## config.mk

```make
export PLATFORM = sky130hd
export DESIGN_NAME = wb_arbiter
export DESIGN_NICKNAME = d
export VERILOG_FILES = /design/src/rtl/wb_arbiter.sv
export SDC_FILE = /design/constraint.sdc
export NUM_CORES = 1
export LEC_CHECK = 0
export CORE_ASPECT_RATIO = 1.1
export CORE_MARGIN = 2
export CORE_UTILIZATION = 35
export CTS_BUF_LIST = sky130_fd_sc_hd__clkbuf_4 sky130_fd_sc_hd__clkbuf_8
export CTS_CLUSTER_DIAMETER = 40
export DETAILED_ROUTE_END_ITERATION = 10
export SLEW_MARGIN = 20
export SYNTH_ARGS = -nofsm -noshare
export SYNTH_HDL_FRONTEND = slang
export SYNTH_SLANG_ARGS = --single-unit
```

## constraint.sdc

```tcl
create_clock -name clk -period 4 [get_ports clk]
set_input_delay 1.2 -clock clk [delete_from_list [all_inputs] [get_ports clk]]
set_output_delay 1.2 -clock clk [all_outputs]
set_load 0.02 [all_outputs]
```

## src/rtl/wb_arbiter.sv

```systemverilog
// Register-file write-back arbiter: an ALU result port and a load-result FIFO share one write port.
// Define WB_BYPASS_EN to let a load skip the empty FIFO when the ALU is idle.
module wb_arbiter #(
  parameter int DEPTH      = 4,
  parameter int STARVE_MAX = 3
) (
  input  logic                     clk,
  input  logic                     rst,
  input  logic                     alu_valid,
  input  logic                     alu_thread_id,
  input  logic [3:0]               alu_addr,
  input  logic [15:0]              alu_data,
  output logic                     alu_stall,
  input  logic                     ld_valid,
  input  logic                     ld_thread_id,
  input  logic [3:0]               ld_addr,
  input  logic [15:0]              ld_data,
  output logic                     ld_ready,
  output logic                     w_en,
  output logic                     w_thread_id,
  output logic [3:0]               w_addr,
  output logic [15:0]              w_data,
  output logic [15:0]              pend_mask0,
  output logic [15:0]              pend_mask1,
  output logic [$clog2(DEPTH):0]   fifo_count
);

  localparam int DATA_W = 16;
  localparam int ADDR_W = 4;
  localparam int PW     = $clog2(DEPTH);
  localparam int CW     = PW + 1;
  localparam int SW     = $clog2(STARVE_MAX + 1);

  logic [PW-1:0]     rd_ptr, wr_ptr;
  logic [CW-1:0]     count;
  logic [SW-1:0]     starve_cnt;
  logic [DEPTH-1:0]  ent_vld;
  logic              mem_tid  [DEPTH];
  logic [ADDR_W-1:0] mem_addr [DEPTH];
  logic [DATA_W-1:0] mem_data [DEPTH];

  logic              fifo_ne, force_fifo, sel_fifo, sel_alu, bypass, push, pop;
  logic              vld_p0, tid_p0;
  logic [ADDR_W-1:0] addr_p0;
  logic [DATA_W-1:0] data_p0;
  logic              w_en_p1, w_tid_p1;
  logic [ADDR_W-1:0] w_addr_p1;
  logic [DATA_W-1:0] w_data_p1;

  // ---- stage p0: source selection ----
  always_comb begin
    fifo_ne    = (count != '0);
    force_fifo = fifo_ne && (starve_cnt == SW'(STARVE_MAX));
    sel_fifo   = fifo_ne && (force_fifo || !alu_valid);
    sel_alu    = alu_valid && !force_fifo;
`ifdef WB_BYPASS_EN
    bypass     = !fifo_ne && !alu_valid && ld_valid;
`else
    bypass     = 1'b0;
`endif
    ld_ready   = (count < CW'(DEPTH));
    alu_stall  = alu_valid && force_fifo;
    // A full FIFO refuses the push even when it pops on the same edge.
    push       = ld_valid && ld_ready && !bypass;
    pop        = sel_fifo;
  end

  always_comb begin
    vld_p0  = 1'b0;
    tid_p0  = 1'b0;
    addr_p0 = '0;
    data_p0 = '0;
    if (sel_fifo) begin
      vld_p0  = 1'b1;
      tid_p0  = mem_tid[rd_ptr];
      addr_p0 = mem_addr[rd_ptr];
      data_p0 = mem_data[rd_ptr];
    end else if (sel_alu) begin
      vld_p0  = 1'b1;
      tid_p0  = alu_thread_id;
      addr_p0 = alu_addr;
      data_p0 = alu_data;
    end else if (bypass) begin
      vld_p0  = 1'b1;
      tid_p0  = ld_thread_id;
      addr_p0 = ld_addr;
      data_p0 = ld_data;
    end
  end

  always_ff @(posedge clk) begin
    if (push) begin
      mem_tid[wr_ptr]  <= ld_thread_id;
      mem_addr[wr_ptr] <= ld_addr;
      mem_data[wr_ptr] <= ld_data;
    end
  end

  always_ff @(posedge clk) begin
    if (rst) begin
      rd_ptr     <= '0;
      wr_ptr     <= '0;
      count      <= '0;
      starve_cnt <= '0;
      ent_vld    <= '0;
    end else begin
      if (pop) begin
        rd_ptr          <= rd_ptr + PW'(1);
        ent_vld[rd_ptr] <= 1'b0;
      end
      if (push) begin
        wr_ptr          <= wr_ptr + PW'(1);
        ent_vld[wr_ptr] <= 1'b1;
      end
      case ({push, pop})
        2'b10:   count <= count + CW'(1);
        2'b01:   count <= count - CW'(1);
        default: count <= count;
      endcase
      if (!fifo_ne || pop)
        starve_cnt <= '0;
      else if (sel_alu && (starve_cnt != SW'(STARVE_MAX)))
        starve_cnt <= starve_cnt + SW'(1);
    end
  end

  // Pending masks come from the registered entry flags, so duplicates stay set until the last one pops.
  always_comb begin
    pend_mask0 = '0;
    pend_mask1 = '0;
    for (int i = 0; i < DEPTH; i++) begin
      if (ent_vld[i]) begin
        if (mem_tid[i]) pend_mask1[mem_addr[i]] = 1'b1;
        else            pend_mask0[mem_addr[i]] = 1'b1;
      end
    end
  end

  // ---- stage p1: registered write port ----
  always_ff @(posedge clk) begin
    if (rst) begin
      w_en_p1   <= 1'b0;
      w_tid_p1  <= 1'b0;
      w_addr_p1 <= '0;
      w_data_p1 <= '0;
    end else begin
      w_en_p1   <= vld_p0;
      w_tid_p1  <= tid_p0;
      w_addr_p1 <= addr_p0;
      w_data_p1 <= data_p0;
    end
  end

  assign w_en        = w_en_p1;
  assign w_thread_id = w_tid_p1;
  assign w_addr      = w_addr_p1;
  assign w_data      = w_data_p1;
  assign fifo_count  = count;

endmodule
```

Word level (Yosys, flattened, before mapping)
Memory sizes are Yosys's and may differ from the RTL's. A register that Yosys moved wholly into a read port is not among the register bits.
Cells that the tools add are included.
W data, S select, Z words.
{"block": "totals", "regBits": 35, "mem_bits_rw": 84, "in_bits": 46, "output_inout_bits": 59, "elab_cells": 111, "memories": 3}
{"name": "mem_data", "depth": 4, "width": 16, "read_ports": 1, "rd_clocked_by_memory_dff": 1, "wr": 1, "line_no": "40", "rtl": "logic [DATA_W-1:0] mem_data [DEPTH];"}
{"name": "mem_addr", "depth": 4, "width": 4, "read_ports": 5, "rd_clocked_by_memory_dff": 1, "wr": 1, "line_no": "39", "rtl": "logic [ADDR_W-1:0] mem_addr [DEPTH];"}
{"name": "mem_tid", "depth": 4, "width": 1, "read_ports": 5, "rd_clocked_by_memory_dff": 1, "wr": 1, "line_no": "38", "rtl": "logic mem_tid [DEPTH];"}
{"block": "classes", "add_sub_neg": 5, "magnitude_cmp": 13, "eq_ne": 4, "n_mux": 48, "bitwise_logic": 9, "n_reduce_logical": 20}
{"op": "$mux W16", "count": 18}
{"op": "$or A16 B16 Y16", "count": 6}
{"op": "$lt A4 B5 Y1 const B", "count": 4}
{"op": "$mux W4", "count": 5}
{"op": "$demux W1 S4", "count": 4}
{"op": "$ge A4 B1 Y1 const B", "count": 4}
{"op": "$logic_and A1 B1 Y1", "count": 12}
{"op": "$mux W1", "count": 12}
{"op": "$mux W2", "count": 6}
{"op": "$add A2 B1 Y2 const B", "count": 3}
{"op": "$lt A2 B3 Y1 const B", "count": 2}
{"op": "$pmux W3 S2", "count": 1}
{"op": "$and A4 B4 Y4", "count": 1}
{"op": "$demux W1 S2", "count": 2}
{"op": "$eq A2 B2 Y1 const B", "count": 2}
{"op": "$ge A2 B1 Y1 const B", "count": 2}
{"op": "$not A4 Y4", "count": 1}
{"op": "$or A4 B4 Y4", "count": 1}
{"op": "$add A3 B1 Y3 const B", "count": 1}
{"op": "$logic_not A1 Y1", "count": 3}
{"op": "$lt A3 B3 Y1 const B", "count": 1}
{"op": "$reduce_bool A3 Y1", "count": 1}
{"op": "$sub A3 B1 Y3 const B", "count": 1}
{"op": "$eq A2 B1 Y1 const B", "count": 1}
{"op": "4 further kinds", "count": 5}

Longest topological paths before layout
Gate-level depths: netlist (run 1).
An unclocked memory read counts as a cell.
{"block": "logic_depth", "depth_word": 16, "ltp_mapped": 9, "depth_no_buf": 9}

Worst setup path after synthesis (run 1)
OpenSTA, ideal clock, no wires.
{"block": "synth_path", "kind": "in2reg", "from": "in ld_valid", "to": "reg count[2] (netlist: fifo_count[2])", "setup_ns": 0.071, "t_arrival_ns": 2.852, "required_ns": 3.929, "setup_slack_ns": 1.078, "stages": 9, "n_path_buf": 1, "path_cell_list": "and2b_2 -> buf_2 -> inv_1 -> ha_1 -> inv_1 -> fa_1 -> xor2_1 -> or3_2 -> a21oi_1"}
{"block": "synth_via", "elab_chain_cells": 3, "word_cells_on_any_way": 5, "classes_between": "eq/ne (2); mux (1); reduce/logical (2)"}
{"item": "start: declaration", "line_no": "14", "rtl": "input logic ld_valid,"}
{"item": "$logic_and A1 B1 Y1 (*)", "line_no": "64", "rtl": "push = ld_valid && ld_ready && !bypass;"}
{"item": "$eq A2 B1 Y1 or $eq A2 B2 Y1 (tied branches)", "line_no": "115", "rtl": "case ({push, pop})"}
{"item": "$pmux W3 S2 or $reduce_bool A2 Y1 (tied branches)"}
{"item": "end signal: assignment", "line_no": "116", "rtl": "2'b10: count <= count + CW'(1);"}
{"item": "end signal: assignment", "line_no": "117", "rtl": "2'b01: count <= count - CW'(1);"}
{"item": "end signal: assignment", "line_no": "118", "rtl": "default: count <= count;"}
{"item": "end: declaration", "line_no": "35", "rtl": "logic [CW-1:0] count;"}
Mark *: on every way between the ends. The rest lies on a longest branch, timed or not.
A chain may end at the register's enable or synchronous reset.

Final worst setup path (run 1)
{"block": "layout_path", "from": "in alu_valid", "to": "out alu_stall"}
{"block": "layout_via", "elab_chain_cells": 1}
{"item": "start: declaration", "line_no": "9", "rtl": "input logic alu_valid,"}
{"item": "$logic_and A1 B1 Y1", "line_no": "62", "rtl": "alu_stall = alu_valid && force_fifo;"}
{"item": "end: declaration", "line_no": "13", "rtl": "output logic alu_stall,"}
No other way between the ends.

==> flow_summary.yaml, run 1 <==
critical_path:
  required_ns: 2.80
  cp.arrival_ns: 2.51
  critPathMaxFanout: 5
  critPathLaunchType: "primary input"
  crit_type: "primary input to primary output"
  cp-end-kind: "primary output"
sta:
  post-route-min-period_ns: 3.71
  slew_viol_final: 0
  rsz0062_at_grt: "no"
  relSlewSlack: 0.501
  finalCritPeriodShare: 0.927
  fmax_ghz: 0.270
  fin_tns_setup_ns: 0
  final-setup-viol-count: 0
  hold_violations: 0
  tightest_slew_ns: 0.748
  fin_skew_ns: 0.0127
  hold_slack_ns: 0.433
yosys:
  synth-edff-count: 84
  ys_warn_count: 0
  synth_compound_area_frac: 0.152
  synth-adder-area-share: 0.0264
  ys.flop_type: "edfxtp_1"
  ys_ff_latch: 121
  synthSimpleGateAreaFrac: 0.105
  syn_nets: 441
  netlist_instances: 384
  synth_cell_types: 51
  synthXorXnorAreaFrac: 0.00478
  async_reset_ff_frac: 0
  syn_avg_cell_area_um2: 14.3
  synth_top_family_by_area: "compound AO/OA/AOI/OAI gates"
  seq_area_frac_synth: 0.594
  synthMuxAreaShare: 0.0879
  syn_area_mm2: 0.00550
place:
  gp_congestion: 0.848
  dpl-instance-area_mm2: 0.00676
  io_buffers: 104
  dp_hpwl_um: 10000
clock_network:
  hold_buffers: 0
  cts_max_level: 4
  postCtsSetupBuffers: 0
  clock-sinks: 121
  clock_path_buffers: 2
  cts_made_buffers: 17
  ctsResizeCount: 0
  cts_tree: "built"
  clkLatencyLatePin_ns: 0.41
  clk_pin_slew_ns: 0.06
  root_buffer: "clkbuf_8"
power:
  ir_drop_mv: 0.298
  leakage_nw: 2.39
  cellPowerDensity_mw_per_mm2: 512
detailed_routing:
  vias: 3946
  viasPerCell: 5.57
  drtIter0Drc: 221
  ant_nets: 0
  avgRoutedWirePerCell_um: 19.8
  dr.pass1.iters: 4
  drc: 0
  postRouteWirelength_um: 14000
layout:
  nets: 553
  finalInstanceArea_mm2: 0.00718
  diodes: 0
  fillers: 1396
  area_growth_pct: 30.6
  layout-drive-gt1-share: 0.159
global_routing:
  grt.total_usage: 0.174
  grt.overflow.total: 0
  grt_max_degree: 22
  grt_pass1_vias: 3891
  antenna_found_initial: 0
  grt_pass1_wl_um: 21600
die:
  die-area_mm2: 0.0167
  die_w_um: 123
  core-area_mm2: 0.0156
  initial_core_util: 0.353
  rows: 48
  io_pins: 105
  die_height_um: 135
run:
  maxCapViolCount: 0
min_path:
  hp-class: "register to register"
status:
  status: "complete, no violations"
## sequential cells by signal, indices dropped and copies added, names as in the netlist, named ones only
| signal | cells |
|---|---|
| ent_vld | 4 |
| fifo_count | 3 |
| mem_addr | 16 |
| mem_data | 64 |
| mem_tid | 4 |
| rd_ptr | 2 |
| starve_cnt | 2 |
| w_addr | 4 |
| w_data | 16 |
| w_en | 1 |
| w_thread_id | 1 |
| wr_ptr | 2 |
## area by class of cell
cell class,count,area [µm²],area share
Tap cell,200,250,0.0349
Inverter,13,48.8,0.00680
Timing Repair Buffer,115,1120,0.157
Clock buffer,23,298,0.0415
Clock inverter,8,120,0.0167
Sequential cell,121,3260,0.455
Multi-Input combinational cell,228,2070,0.289
## metal layers
metal | share of wire | vias up | track usage
li1 | - | 1804 | -
met1 | 0.43 | 1983 | 0.223
met2 | 0.50 | 147 | 0.289
met3 | 0.061 | 12 | 0.0434
met4 | 0.0070 | 0 | 0.0524
met5 | 0 | - | 0
## layout by cell type (no fill, tap or decap), types with 8 or more instances in the layout
master / count
clkbuf_8: 20
a22o_1: 20
mux4_2: 21
a22oi_1: 18
dfxtp_1: 36
nand3_1: 10
nor2_1: 14
inv_1: 13
edfxtp_1: 84
nand2b_1: 8
nand2_1: 12
ha_1: 10
buf_4: 11
o221ai_1: 26
a21oi_1: 9
clkdlybuf4s50_1: 104
nor2b_1: 13
## cell families (layout without fill, tap and decap cells)
| family | count (synthesis) | after routing |
|---|---|---|
| muxes | 22 | 22 |
| adders and majority gates | 11 | 11 |
| AOI/OAI and AO/OA | 102 | 102 |
| buffers and inverters | 35 | 159 |
| and+or+nand+nor | 90 | 90 |
| xor gates and xnor gates | 3 | 3 |
| DFF | 121 | 121 |
## cells in the mapped netlist (all sizes together) (11+ instances only)
library cell,instances,area [µm²]
clkbuf,11,41.3
buf,11,73.8
a22oi,18,135
mux4,21,473
o221ai,26,228
nand2,12,45.0
nor2b,13,81.3
nor2,14,52.6
a22o,21,185
inv,13,48.8
edfxtp,84,2520
dfxtp,37,741
## worst max-delay path, stage by stage
cell,delay [ns]
clkdlybuf4s50_1,0.53
and3_2,0.19
clkdlybuf4s50_1,0.59
## stage by stage
stage / utilization / setup slack (ns) / power (mW) / std cells
after global routing: 0.461 / 0.191 / 3.86 / 708
after CTS: 0.461 / 0.275 / 3.73 / 708
after floorplan: - / 1.08 / 2.23 / 384
after detailed placement: 0.435 / 0.285 / 2.60 / 677
final: 0.461 / 0.292 / 3.68 / 708
after global placement: 0.435 / 0.287 / 2.58 / 677
## where the power goes
group          switching (mW)  leakage, nW  total (mW)  internal [mW]
logic                   0.449         1.10       0.885          0.436
registers               0.148         1.08        1.68           1.53
clock network           0.436        0.214        1.12          0.681
total                    1.03         2.39        3.68           2.64
## path summary, 6_finish.rpt
kind / cells after the start / slack [ns] / startpoint / end
max reg2reg: 9 / 1.55 / starve_cnt[0] / fifo_count[2]
min reg2reg: 1 / 0.43 / starve_cnt[0] / starve_cnt[0]
min: 1 / 0.43 / starve_cnt[0] / starve_cnt[0]
max: 3 / 0.29 / alu_valid / alu_stall
(Power assumes the default switching activity.)
==> run 2: changes to the inputs <==
--- a/config.mk
+++ b/config.mk
@@ -11,6 +11,7 @@
 export CTS_BUF_LIST = sky130_fd_sc_hd__clkbuf_4 sky130_fd_sc_hd__clkbuf_8
 export CTS_CLUSTER_DIAMETER = 40
 export DETAILED_ROUTE_END_ITERATION = 10
+export SKIP_LAST_GASP = 1
 export SLEW_MARGIN = 20
 export SYNTH_ARGS = -nofsm -noshare
 export SYNTH_HDL_FRONTEND = slang
==> results of run 2 <==
Same layout as run 1: the final DEF is identical, and so are final timing and power.
